### config.mk
export PLATFORM = sky130hd
export DESIGN_NAME = linebuffer_2x2_ctrl
export DESIGN_NICKNAME = d
export VERILOG_FILES = /design/src/rtl/cnn_lb_pkg.sv /design/src/rtl/lb_valid_pipe.sv /design/src/rtl/linebuffer_2x2_ctrl.sv
export SDC_FILE = /design/constraint.sdc
export NUM_CORES = 1
export LEC_CHECK = 0
export CORE_MARGIN = 3
export CORE_UTILIZATION = 30
export CTS_CLUSTER_DIAMETER = 50
export CTS_CLUSTER_SIZE = 12
export DETAILED_ROUTE_END_ITERATION = 7
export PLACE_DENSITY_LB_ADDON = 0.1
export SETUP_SLACK_MARGIN = 0.4
export SYNTH_ARGS = -nofsm -noshare
export SYNTH_HDL_FRONTEND = slang
export SYNTH_HIERARCHICAL = 1
export SYNTH_SLANG_ARGS = --single-unit
### constraint.sdc
create_clock -name clk -period 3.64 [get_ports clk]
set_clock_uncertainty 0.05 [all_clocks]
set_input_delay 0.364 -clock clk [delete_from_list [all_inputs] [get_ports clk]]
set_output_delay 0.364 -clock clk [all_outputs]
set_load 0.02 [all_outputs]
### src/rtl/cnn_lb_pkg.sv
// cnn_lb_pkg
//   Shared definitions for the 2x2 line buffer sequencer: size-code
//   constants, the size-code to map-width lookup, the window stride rule
//   and the width of window coordinates.
package cnn_lb_pkg;

  localparam int unsigned COORD_W = 5;

  localparam logic [2:0] SEL_W24 = 3'd1;
  localparam logic [2:0] SEL_W12 = 3'd2;
  localparam logic [2:0] SEL_W10 = 3'd3;
  localparam logic [2:0] SEL_W8  = 3'd4;
  localparam logic [2:0] SEL_W4  = 3'd5;

  typedef enum logic {
    STRIDE2 = 1'b0,
    STRIDE1 = 1'b1
  } stride_e;

  // Map width (= height) for a size code; 0 marks an illegal code.
  function automatic logic [COORD_W-1:0] sel_to_w(input logic [2:0] sel);
    logic [COORD_W-1:0] w;
    case (sel)
      SEL_W24: w = 5'd24;
      SEL_W12: w = 5'd12;
      SEL_W10: w = 5'd10;
      SEL_W8:  w = 5'd8;
      SEL_W4:  w = 5'd4;
      default: w = '0;
    endcase
    return w;
  endfunction

  function automatic logic sel_legal(input logic [2:0] sel);
    return sel_to_w(sel) != '0;
  endfunction

endpackage

### src/rtl/lb_valid_pipe.sv
// lb_valid_pipe
//   Fixed-depth shift register carrying {flag, row, col} so the window strobe
//   and its coordinates line up with the line buffer output.
//   clk, rst_n     : clock, asynchronous active-low clear
//   in_flag/row/col: entry of the delay line
//   out_flag/row/col: output after DEPTH cycles
module lb_valid_pipe #(
  parameter int unsigned DEPTH   = 2,
  parameter int unsigned COORD_W = 5
) (
  input  logic               clk,
  input  logic               rst_n,
  input  logic               in_flag,
  input  logic [COORD_W-1:0] in_row,
  input  logic [COORD_W-1:0] in_col,
  output logic               out_flag,
  output logic [COORD_W-1:0] out_row,
  output logic [COORD_W-1:0] out_col
);

  localparam int unsigned PW = 2 * COORD_W + 1;

  logic [DEPTH-1:0][PW-1:0] sr;

  always_ff @(posedge clk or negedge rst_n) begin
    if (!rst_n) begin
      sr <= '0;
    end else begin
      sr[0] <= {in_flag, in_row, in_col};
      for (int unsigned i = 1; i < DEPTH; i++) begin
        sr[i] <= sr[i-1];
      end
    end
  end

  assign {out_flag, out_row, out_col} = sr[DEPTH-1];

endmodule

### src/rtl/linebuffer_2x2_ctrl.sv
// linebuffer_2x2_ctrl
//   Frame sequencer for the 2x2 line buffer. A legal start latches size code,
//   stride rule and base address, then the square map is read from the IFM
//   RAM in raster order (one read per cycle, stalled by hold). Each issued
//   pixel carries a window flag through a delay line matching the RAM and
//   line buffer latency, producing win_valid/win_row/win_col.
//   start, cfg_sel, cfg_stride1, cfg_base : frame request and configuration
//   hold                                  : inhibits new reads only
//   lb_sel                                : size code to the line buffer
//   rd_en, rd_addr                        : IFM RAM read port
//   win_valid, win_row, win_col           : window strobe and coordinates
//   busy, done, cfg_err                   : status
module linebuffer_2x2_ctrl
  import cnn_lb_pkg::*;
#(
  parameter int unsigned ADDR_W = 10,
  parameter int unsigned RD_LAT = 1,
  parameter int unsigned LB_LAT = 1
) (
  input  logic              clk,
  input  logic              rst_n,
  input  logic              start,
  input  logic [2:0]        cfg_sel,
  input  logic              cfg_stride1,
  input  logic [ADDR_W-1:0] cfg_base,
  input  logic              hold,
  output logic [2:0]        lb_sel,
  output logic              rd_en,
  output logic [ADDR_W-1:0] rd_addr,
  output logic              win_valid,
  output logic [4:0]        win_row,
  output logic [4:0]        win_col,
  output logic              busy,
  output logic              done,
  output logic              cfg_err
);

  localparam int unsigned PIPE_D = RD_LAT + LB_LAT;
  localparam int unsigned CNT_W  = 8;

  typedef enum logic [1:0] {
    S_IDLE,
    S_RUN,
    S_DRAIN,
    S_DONE
  } state_e;

  state_e             state;
  stride_e            stride_q;
  logic [COORD_W-1:0] r_q;
  logic [COORD_W-1:0] c_q;
  logic [ADDR_W-1:0]  addr_q;
  logic [CNT_W-1:0]   drain_cnt;
  logic [COORD_W-1:0] w_cur;

  logic               pix_flag;
  logic [COORD_W-1:0] pix_row;
  logic [COORD_W-1:0] pix_col;

  assign w_cur = sel_to_w(lb_sel);

  always_ff @(posedge clk or negedge rst_n) begin
    if (!rst_n) begin
      state     <= S_IDLE;
      lb_sel    <= '0;
      stride_q  <= STRIDE2;
      r_q       <= '0;
      c_q       <= '0;
      addr_q    <= '0;
      drain_cnt <= '0;
      cfg_err   <= 1'b0;
    end else begin
      cfg_err <= 1'b0;
      case (state)
        S_IDLE: begin
          if (start) begin
            if (sel_legal(cfg_sel)) begin
              lb_sel   <= cfg_sel;
              stride_q <= stride_e'(cfg_stride1);
              addr_q   <= cfg_base;
              r_q      <= '0;
              c_q      <= '0;
              state    <= S_RUN;
            end else begin
              cfg_err <= 1'b1;
            end
          end
        end
        S_RUN: begin
          if (!hold) begin
            // Raster order makes base + r*W + c a plain running increment.
            addr_q <= addr_q + 1'b1;
            if (c_q == w_cur - 5'd1) begin
              c_q <= '0;
              if (r_q == w_cur - 5'd1) begin
                state     <= S_DRAIN;
                drain_cnt <= '0;
              end else begin
                r_q <= r_q + 5'd1;
              end
            end else begin
              c_q <= c_q + 5'd1;
            end
          end
        end
        S_DRAIN: begin
          if (drain_cnt == CNT_W'(PIPE_D - 1)) begin
            state <= S_DONE;
          end else begin
            drain_cnt <= drain_cnt + 1'b1;
          end
        end
        S_DONE: begin
          state <= S_IDLE;
        end
        default: state <= S_IDLE;
      endcase
    end
  end

  assign rd_en   = (state == S_RUN) && !hold;
  assign rd_addr = addr_q;
  assign busy    = (state == S_RUN) || (state == S_DRAIN);
  assign done    = (state == S_DONE);

  always_comb begin
    pix_flag = 1'b0;
    pix_row  = '0;
    pix_col  = '0;
    if (stride_q == STRIDE1) begin
      pix_flag = (r_q != '0) && (c_q != '0);
      pix_row  = r_q - 5'd1;
      pix_col  = c_q - 5'd1;
    end else begin
      pix_flag = r_q[0] & c_q[0];
      pix_row  = r_q >> 1;
      pix_col  = c_q >> 1;
    end
  end

  lb_valid_pipe #(
    .DEPTH  (PIPE_D),
    .COORD_W(COORD_W)
  ) u_valid_pipe (
    .clk     (clk),
    .rst_n   (rst_n),
    .in_flag (rd_en & pix_flag),
    .in_row  (pix_row),
    .in_col  (pix_col),
    .out_flag(win_valid),
    .out_row (win_row),
    .out_col (win_col)
  );

endmodule

==> flow_metrics.env, run 1 <==
export IMPL_finalPower_uw=4141
export IMPL_layout_drive_gt1_share_pct=12.38
export IMPL_dpl_cell_count=527
export IMPL_grt_pass1_wl_mm=13.50
export IMPL_yosys_most_used_dff="dfrtp_1"
export IMPL_cp_required_ns=3.80
export IMPL_grt_pass1_vias=2631
export IMPL_finalSetupViolations=0
export IMPL_synth_distinct_cells=59
export IMPL_synth_area_leaders="dfrtp_1 41%, ha_1 5.5%, nor2_1 3.3%, nand2_1 3.2%, and3_1 2.9%"
export IMPL_io_pins=46
export IMPL_drc=0
export IMPL_area_delta_synth_final_pct=25.54
export IMPL_stdcell_count=552
export IMPL_critPathMaxStageDelay_ns=0.58
export IMPL_rr_worst_depth=8
export IMPL_clockBufferDepth=2
export IMPL_whs_ns=0.05514
export IMPL_drv_cap=0
export IMPL_cp_max_fo=8
export IMPL_outcome="completed"
export IMPL_post_drt_wl_per_cell_um=14.93
export IMPL_clk_pin_slew_ns=0.06
export IMPL_htree_levels=3
export IMPL_grt_start_max_net_pins=33
export IMPL_r2r_slack_ns=0.55
export IMPL_dieArea_um2=12790
export IMPL_drv_slew=0
export IMPL_root_buffer="clkbuf_16"
export IMPL_ir_drop_v=0.0004774
export IMPL_yosysMostFrequentCell="dfrtp_1"
export IMPL_fp_dieW_um=113.1
export IMPL_avgSynthCellArea_um2=9.221
export IMPL_finalCriticalPeriod_ns=3.088
export IMPL_io_buffers=45
export IMPL_fill_cells=1115
export IMPL_crit_type="register to register"
export IMPL_multi_input_area_um2=1765
export IMPL_nets=440
export IMPL_reg2reg_from="lb_sel[2]"
export IMPL_antenna_found_initial=0
export IMPL_cts_tree="done"
export IMPL_diodes=0
export IMPL_cp_cell_sequence="nand3b_1 > ha_4 > xor2_1 > o211ai_1 > or4_1 > or4_4 > a21oi_4 > mux2_4"
export IMPL_cts_hold_buf=0
export IMPL_syn_area_um2=3440
export IMPL_via_count=2759
export IMPL_clkSinkCount=57
export IMPL_yosysTopAreaCell="dfrtp_1"
export IMPL_max_freq_ghz=0.3239
export IMPL_clock_latency_ns=0.33
export IMPL_yosys_register_bits=57
export IMPL_crit_arrival_ns=3.24
export IMPL_synth_fp_nets=406
export IMPL_p_leak_uw=0.001926
export IMPL_firstDrtPassIters=4
export IMPL_layout_area_seq_um2=1430
export IMPL_post_route_util_pct=39.14
export IMPL_start_util_pct=31.18
export IMPL_grt_usage_pct=13.15
export IMPL_die_y_um=113.1
export IMPL_final_antenna_net_count=0
export IMPL_synth_seq_area_share_pct=41.47
export IMPL_hold_path_class="input port to asynchronous set/reset pin"
export IMPL_finalSetupTns_ns=0
export IMPL_via_per_inst=4.998
export IMPL_start_kind="register"
export IMPL_design_core_area_um2=11030
export IMPL_worst_slew_pin_slew_ns=0.7605
export IMPL_grt_setup_unrepaired="no"
export IMPL_rows=38
export IMPL_max_slew_margin_pct=49.30
export IMPL_overflow=0
export IMPL_r2r_end="drain_cnt[0]"
export IMPL_wl_mm=8.239
export IMPL_dpl_hpwl_mm=5.570
export IMPL_cp_slowest_cell="or4_1"
export IMPL_netlist_area_leader_share_pct=41.47
export IMPL_cts_buffers=9
export IMPL_power_density_nw_per_um2=959.0
export IMPL_hold_viol=0
export IMPL_synthesis_yosys_warnings=6
export IMPL_final_period_utilization_pct=84.82
export IMPL_syn_inst=373
export IMPL_synthTopCellsByCount="57 x dfrtp_1, 30 x nor2_1, 29 x nand2_1"
export IMPL_place_congestion=0.7834
export IMPL_cp_end_kind="register"
export IMPL_drt_first_iter_violations=146
export IMPL_synth_edf_count=0
export IMPL_synth_async_reset_ratio_pct=100.0
-- cell usage in the layout, fill, tap and decap left out, types with 3 or more instances in the layout --
cell type        instances
o21ai_0                 16
clkinv_4                 3
xnor2_1                  8
mux2_2                   4
a311oi_1                 4
o211ai_1                 4
ha_1                    14
nand3b_1                 3
buf_4                   15
nor2b_1                  3
clkdlybuf4s50_1         44
o221a_2                  3
nand2b_1                 3
a211o_1                  6
nor2_1                  30
a21oi_1                 18
nand2_1                 29
a31oi_1                  7
nor3b_1                  5
clkbuf_16                9
xor2_1                   4
mux2i_1                  6
nor3_1                   7
o22a_1                   3
a21o_1                   3
and3_1                  16
dfrtp_2                  3
a211oi_1                 3
nand3_1                 11
dfrtp_1                 54
or3_1                    4
inv_1                   21
o22ai_1                  5
-- layout make-up --
type,instances,share of cell area [%]
clock buffers,9,5.216
clock inverters,7,1.855
inverters,21,1.826
multi-input cells,257,40.89
flip-flops and latches,57,33.12
well taps,140,4.057
repair buffers,61,13.04
-- critical path: cells and delay by family (launching register included) --
kind	cells	cell delay (ns)
XOR/XNOR	1	0.14
AO/OA/AOI/OAI	2	0.31
multiplexers	1	0.31
AND/OR/NAND/NOR	3	1.35
adder cells (fa/ha/maj)	1	0.33
flip-flops	1	0.47
-- repair_timing --
| item | CTS | global route |
|---|---|---|
| cloned | 0 | 0 |
| setup buffers | 0 | 9 |
| pin swaps | 0 | 1 |
| resized for setup | 1 | 4 |
| endpoints found under the setup margin | 3 | 10 |
-- report_power, final --
group | internal (uW) | switching, uW
Sequential | 897 | 319
Combinational | 989 | 1080
Clock | 536 | 324
Total | 2420 | 1720
-- worst max-delay path by stage --
stage	from	to	slack [ns]	depth (start not counted)
global route	lb_sel[2]	drain_cnt[0]	0.39	8
CTS	lb_sel[1]	drain_cnt[0]	0.44	10
global placement	lb_sel[1]	drain_cnt[0]	0.35	10
floorplan	lb_sel[2]	drain_cnt[0]	0.39	12
detailed placement	lb_sel[1]	drain_cnt[0]	0.33	10
finish	lb_sel[2]	drain_cnt[0]	0.55	8
-- stage by stage --
| stage | cell area, um^2 | setup slack [ns] |
|---|---|---|
| 2_1_floorplan | 3456 | 0.3892 |
| 3_3_place_gp | 3921 | 0.3520 |
| 3_5_place_dp | 3921 | 0.3268 |
| 4_1_cts | 4230 | 0.4393 |
| 5_1_grt | 4318 | 0.3903 |
| 6_report | 4318 | 0.5525 |
-- flip-flops by register name, indices dropped and copies added, names as in the netlist --
name,cells
c_q,5
cfg_err,1
drain_cnt,8
lb_sel,3
r_q,5
rd_addr,10
state,2
stride_q,1
u_valid_pipe/out_col,5
u_valid_pipe/out_flag,1
u_valid_pipe/out_row,5
u_valid_pipe/sr,11
-- cell families (layout without fill, tap and decap cells) --
family / Yosys count / in the layout / synth area share [%]
fa+ha+maj: 15 / 15 / 5.457
compound gates: 91 / 91 / 18.70
simple gates: 126 / 126 / 18.77
flops: 57 / 57 / 41.47
buf+inv: 59 / 98 / 8.039
xor+xnor: 14 / 14 / 4.183
mux: 11 / 11 / 3.383
-- metal layers --
layer / routed length [um] / track usage [%] / up-vias
met5: 0 / 0 / -
met2: 3785 / 20.50 / 72
met4: 98 / 4.087 / 0
met1: 3982 / 17.95 / 1285
met3: 372 / 3.369 / 9
li1: - / - / 1393
(Power assumes the default switching activity.)
==> run 2: changes to the inputs <==
==> constraint.sdc (replaced) <==
create_clock -name clk -period 3 [get_ports clk]
set_clock_uncertainty 0.05 [all_clocks]
set_input_delay 0.3 -clock clk [delete_from_list [all_inputs] [get_ports clk]]
set_output_delay 0.3 -clock clk [all_outputs]
set_load 0.02 [all_outputs]
==> run 2 against run 1 <==
  * Hold slack better by 0.24 ns
  * Non-clock buffer count is 25 higher
  * Largest power group unchanged
  * Highest routed layer unchanged
  * Global-route usage is 0.96 points higher
  * Total power is 29% higher
==> flow_metrics.env, run 2 (same netlist as run 1, synthesis figures left out) <==
export IMPL_outcome="completed"
export IMPL_hold_viol=0
export IMPL_grt_pass1_wl_mm=14.57
export IMPL_clkSinkCount=57
export IMPL_stdcell_count=577
export IMPL_whs_path_depth=0
export IMPL_start_kind="register"
export IMPL_cp_max_fo=5
export IMPL_cts_buffers=9
export IMPL_finalSetupTns_ns=0
export IMPL_startpoint="lb_sel[2]"
export IMPL_max_slew_margin_pct=62.62
export IMPL_drv_cap=0
export IMPL_grt_pass1_vias=2890
export IMPL_overflow=0
export IMPL_worst_slew_pin_slew_ns=0.5607
export IMPL_max_freq_ghz=0.3411
export IMPL_drc=0
export IMPL_mostFrequentLayoutCell="dfrtp_1"
export IMPL_via_per_inst=4.981
export IMPL_design_core_area_um2=11030
export IMPL_cp_required_ns=3.16
export IMPL_final_antenna_net_count=0
export IMPL_clockBufferDepth=2
export IMPL_htree_levels=3
export IMPL_layout_drive_gt1_share_pct=18.99
export IMPL_wl_mm=8.583
export IMPL_hold_path_class="register to register"
export IMPL_crit_type="register to register"
export IMPL_area_delta_synth_final_pct=32.99
export IMPL_reg2reg_from="lb_sel[2]"
export IMPL_layout_common_cells="55 x dfrtp_1, 44 x clkdlybuf4s50_1, 35 x buf_4"
export IMPL_start_util_pct=31.18
export IMPL_power_density_nw_per_um2=1167
export IMPL_fp_dieW_um=113.1
export IMPL_antenna_found_initial=0
export IMPL_max_flop_register="u_valid_pipe/sr"
export IMPL_nets=465
export IMPL_die_y_um=113.1
export IMPL_grt_usage_pct=14.11
export IMPL_p_leak_uw=0.002076
export IMPL_finalCriticalPeriod_ns=2.932
export IMPL_place_congestion=0.7962
export IMPL_post_drt_wl_per_cell_um=14.88
export IMPL_post_route_util_pct=41.47
export IMPL_io_buffers=45
export IMPL_drv_slew=0
export IMPL_grt_setup_unrepaired="yes"
export IMPL_cp_end_kind="register"
export IMPL_rr_worst_depth=9
export IMPL_root_buffer="clkbuf_16"
export IMPL_hold_start="u_valid_pipe/sr[6]"
export IMPL_crit_arrival_ns=3.09
export IMPL_ir_drop_v=0.0004260
export IMPL_rows=38
export IMPL_grt_start_max_net_pins=33
export IMPL_io_pins=46
export IMPL_firstDrtPassIters=4
export IMPL_fill_cells=1102
export IMPL_largest_register_ffs=11
export IMPL_dieArea_um2=12790
export IMPL_dpl_hpwl_mm=6.057
export IMPL_drt_first_iter_violations=188
export IMPL_clk_pin_slew_ns=0.05
export IMPL_cts_tree="done"
export IMPL_final_period_utilization_pct=97.72
export IMPL_diodes=0
export IMPL_finalSetupViolations=0
export IMPL_clock_latency_ns=0.33
export IMPL_dpl_cell_count=554
export IMPL_via_count=2874
## run 2: cell types whose count changed in the layout (fill, tap and decap cells not counted), moves of 2 or more
cell,previous run,this run
clkinv_4,3,1
buf_4,15,35
buf_6,0,3
clkinv_2,1,3
ha_2,0,2
clkbuf_8,0,2
## run 2: layout make-up
cell class / instances / area, um^2 / share of cell area, %
Clock buffer: 11 / 252.7 / 5.525
Clock inverter: 5 / 53.80 / 1.176
Inverter: 21 / 78.83 / 1.723
Multi-Input combinational cell: 257 / 1798 / 39.31
Sequential cell: 57 / 1429 / 31.24
Tap cell: 140 / 175.2 / 3.829
Timing Repair Buffer: 86 / 787.0 / 17.20
## run 2: worst max-delay path, stage by stage (launching register included)
cell and delay (ns):
dfrtp_2 0.42, nor3_2 0.19, a21oi_2 0.05, ha_2 0.34
xor2_1 0.15, o211ai_1 0.11, or4_4 0.50, or4_4 0.49
a21oi_4 0.20, mux2_4 0.31
## run 2: layer usage
layer  GRT usage [%]  share of wire [%]  vias up
met5               0                  0        -
met4           4.567                1.0        0
met3           2.834                3.3        7
met2           22.95                 46       59
met1           18.87                 49     1367
li1                -                  -     1441
## run 2: per-stage QoR
stage | total power (uW) | area, um^2 | setup WS, ns | hold WS [ns]
finish | 5338 | 4574 | 0.06835 | 0.2908
global route | 5771 | 4574 | -0.01938 | 0.2973
floorplan | 3197 | 3461 | -0.2487 | -0.04559
global placement | 4134 | 4141 | -0.04581 | 0.2753
CTS | 5307 | 4513 | 0.03352 | 0.2935
detailed placement | 4160 | 4141 | -0.07423 | 0.2728
## run 2: report_power, final
| group | switching [uW] | total [uW] | internal, uW |
|---|---|---|---|
| clock | 357 | 1040 | 684 |
| sequential | 303 | 1390 | 1090 |
| combinational | 1480 | 2910 | 1420 |
## run 2: timing repair
item	in CTS	in global routing
endpoints found under the setup margin	15	20
resized for setup	9	10
pin swaps	8	8
hold endpoints to repair	57	0
buffers inserted	3	3
hold buffers	1	0
gates cloned	0	0
## run 2: worst paths after layout
path / to / slack [ns]
max in group asynchronous: lb_sel[2] / 2.05
worst min-delay path: u_valid_pipe/out_row[1] / 0.29
worst min register to register: u_valid_pipe/out_row[1] / 0.29
min in group asynchronous: u_valid_pipe/sr[2] / 0.46
worst max-delay path: drain_cnt[0] / 0.07
worst max register to register: drain_cnt[0] / 0.07
==> edit (flow settings as in run 2) <==
Change the parameter `LB_LAT` from 1 to 2.
--- a/src/rtl/linebuffer_2x2_ctrl.sv
+++ b/src/rtl/linebuffer_2x2_ctrl.sv
@@ -17,3 +17,3 @@
   parameter int unsigned RD_LAT = 1,
-  parameter int unsigned LB_LAT = 1
+  parameter int unsigned LB_LAT = 2
 ) (
Behaviour: not the same (Yosys sat finds a counterexample within 4 cycles, from zero or initial values and one cycle with rst_n low).
==> edit against run 2 <==
Total power rose by 2.8%; synthesized area rose by 4.1%; routed wire length fell by 1.5%; worst setup slack improved by 0.35 ns; combinational power fell by 8.2%; final area rose by 2.9%; first-iteration DRC count fell by 35%; global-route usage fell by 0.20 points; count of clock-buffer cells in the layout rose by 1; hold slack improved by 0.0018 ns; synthesized cell count fell by 3.2%; sequential cell count rose by 11; largest power group unchanged.
==> edit: results <==
yosys:
  synthesis.area_per_instance_um2: 9.919
  synth.yosys.seq_area_share_pct: 47.52
  post_synth_main_area_contributors: "dfrtp_1 48%, ha_1 5.2%, a21oi_1 3.4%"
  adder_cell_area_share_of_the_yosys_netlist_pct: 5.241
  synth-xor-area-share_pct: 2.935
  synthMuxAreaShare_pct: 3.145
  synth.net_count: 394
  ys_types: 56
  synth_compound_area_share_pct: 18.34
  synth_common_cells: "68 x dfrtp_1, 32 x nor2_1, 24 x a21oi_1"
placement:
  post-place-ws_ns: 0.06472
  port-buffer-count: 45
  placedCellCount: 532
  gp_routability_congestion: 0.7865
  detailed_place.area_um2: 4207
  half_perimeter_wire_length_after_detailed_placement_mm: 5.788
worst_setup_path:
  reg2reg_depth: 8
  crit_start: "lb_sel[1]$_DFFE_PN0P_"
  arrival_ns: 2.75
  r2r_setup_slack_ns: 0.42
  path_max_fanout: 4
  worstSetupEndpoint: "state[1]$_DFFE_PN0P_"
pwr:
  net-switching-power_mw: 2.098
  seq_cell_power_mw: 1.57
  comb-power_mw: 2.67
  total_leakage_power_nw: 1.991
  p_int_mw: 3.391
cells_and_area:
  layout.cells.non_filler: 559
  layout.filler_cells: 1113
  antenna_cells: 0
  max_reg_flops: 22
  design.final.nets: 444
  regArea_um2: 1705
detailed_routing:
  viasPerCell: 5.007
  met3WireLength_um: 284
  initialDrtViolationCount: 122
  wl_per_cell_um: 15.13
  routed-wl-met2_mm: 3.961
  routedLengthMet1_mm: 4.057
timing:
  finalHoldWorstSlack_ns: 0.2925
  max_slew_margin_pct: 62.54
  finalWorstSetupSlack_ns: 0.4153
hold_path:
  holdPathEnd: "u_valid_pipe/out_row[2]$_DFF_PN0_"
  hold_class: "flop to flop"
  holdCritStartpoint: "u_valid_pipe/sr[18]$_DFF_PN0_"
clock_tree:
  clk_pin_slew_ns: 0.06
  source_to_sink_clock_delay_at_the_later_pin_of_the_worst_skew_pair_ns: 0.33
run_status:
  status: "completed"
global_routing:
  grt.total_usage_pct: 13.91
  number_of_global_route_vias_before_repair: 2827
  grt_util_met1_pct: 18.93
  grtUsageMet3_pct: 2.579
  grt_max_degree: 30
  grt_pass1_wl_mm: 14.43
  grt.met2_usage_pct: 21.49
## edit: area by class of cell
| class | instances | area share (%) |
|---|---|---|
| Clock buffer | 12 | 5.449 |
| Inverter | 17 | 1.356 |
| Clock inverter | 4 | 2.020 |
| Tap cell | 143 | 3.801 |
| Multi-Input combinational cell | 246 | 37.53 |
| Sequential cell | 68 | 36.23 |
| Timing Repair Buffer | 69 | 13.61 |
## edit: what timing repair did
| action | 4_1_cts | 5_1_grt |
|---|---|---|
| hold buffers | 1 | 0 |
| endpoints found under the setup margin | 14 | 20 |
| resized for setup | 5 | 7 |
| pin swaps | 6 | 3 |
| buffers inserted | 8 | 2 |
| hold endpoints to repair | 15 | 0 |
## edit: critical path: stages, from the launching register on
cell     delay, ns
dfrtp_2       0.43
and3b_1       0.25
a21oi_2       0.06
ha_4          0.18
xnor2_2       0.13
mux4_2        0.44
a21oi_2       0.09
or4b_4        0.53
mux2_4        0.31
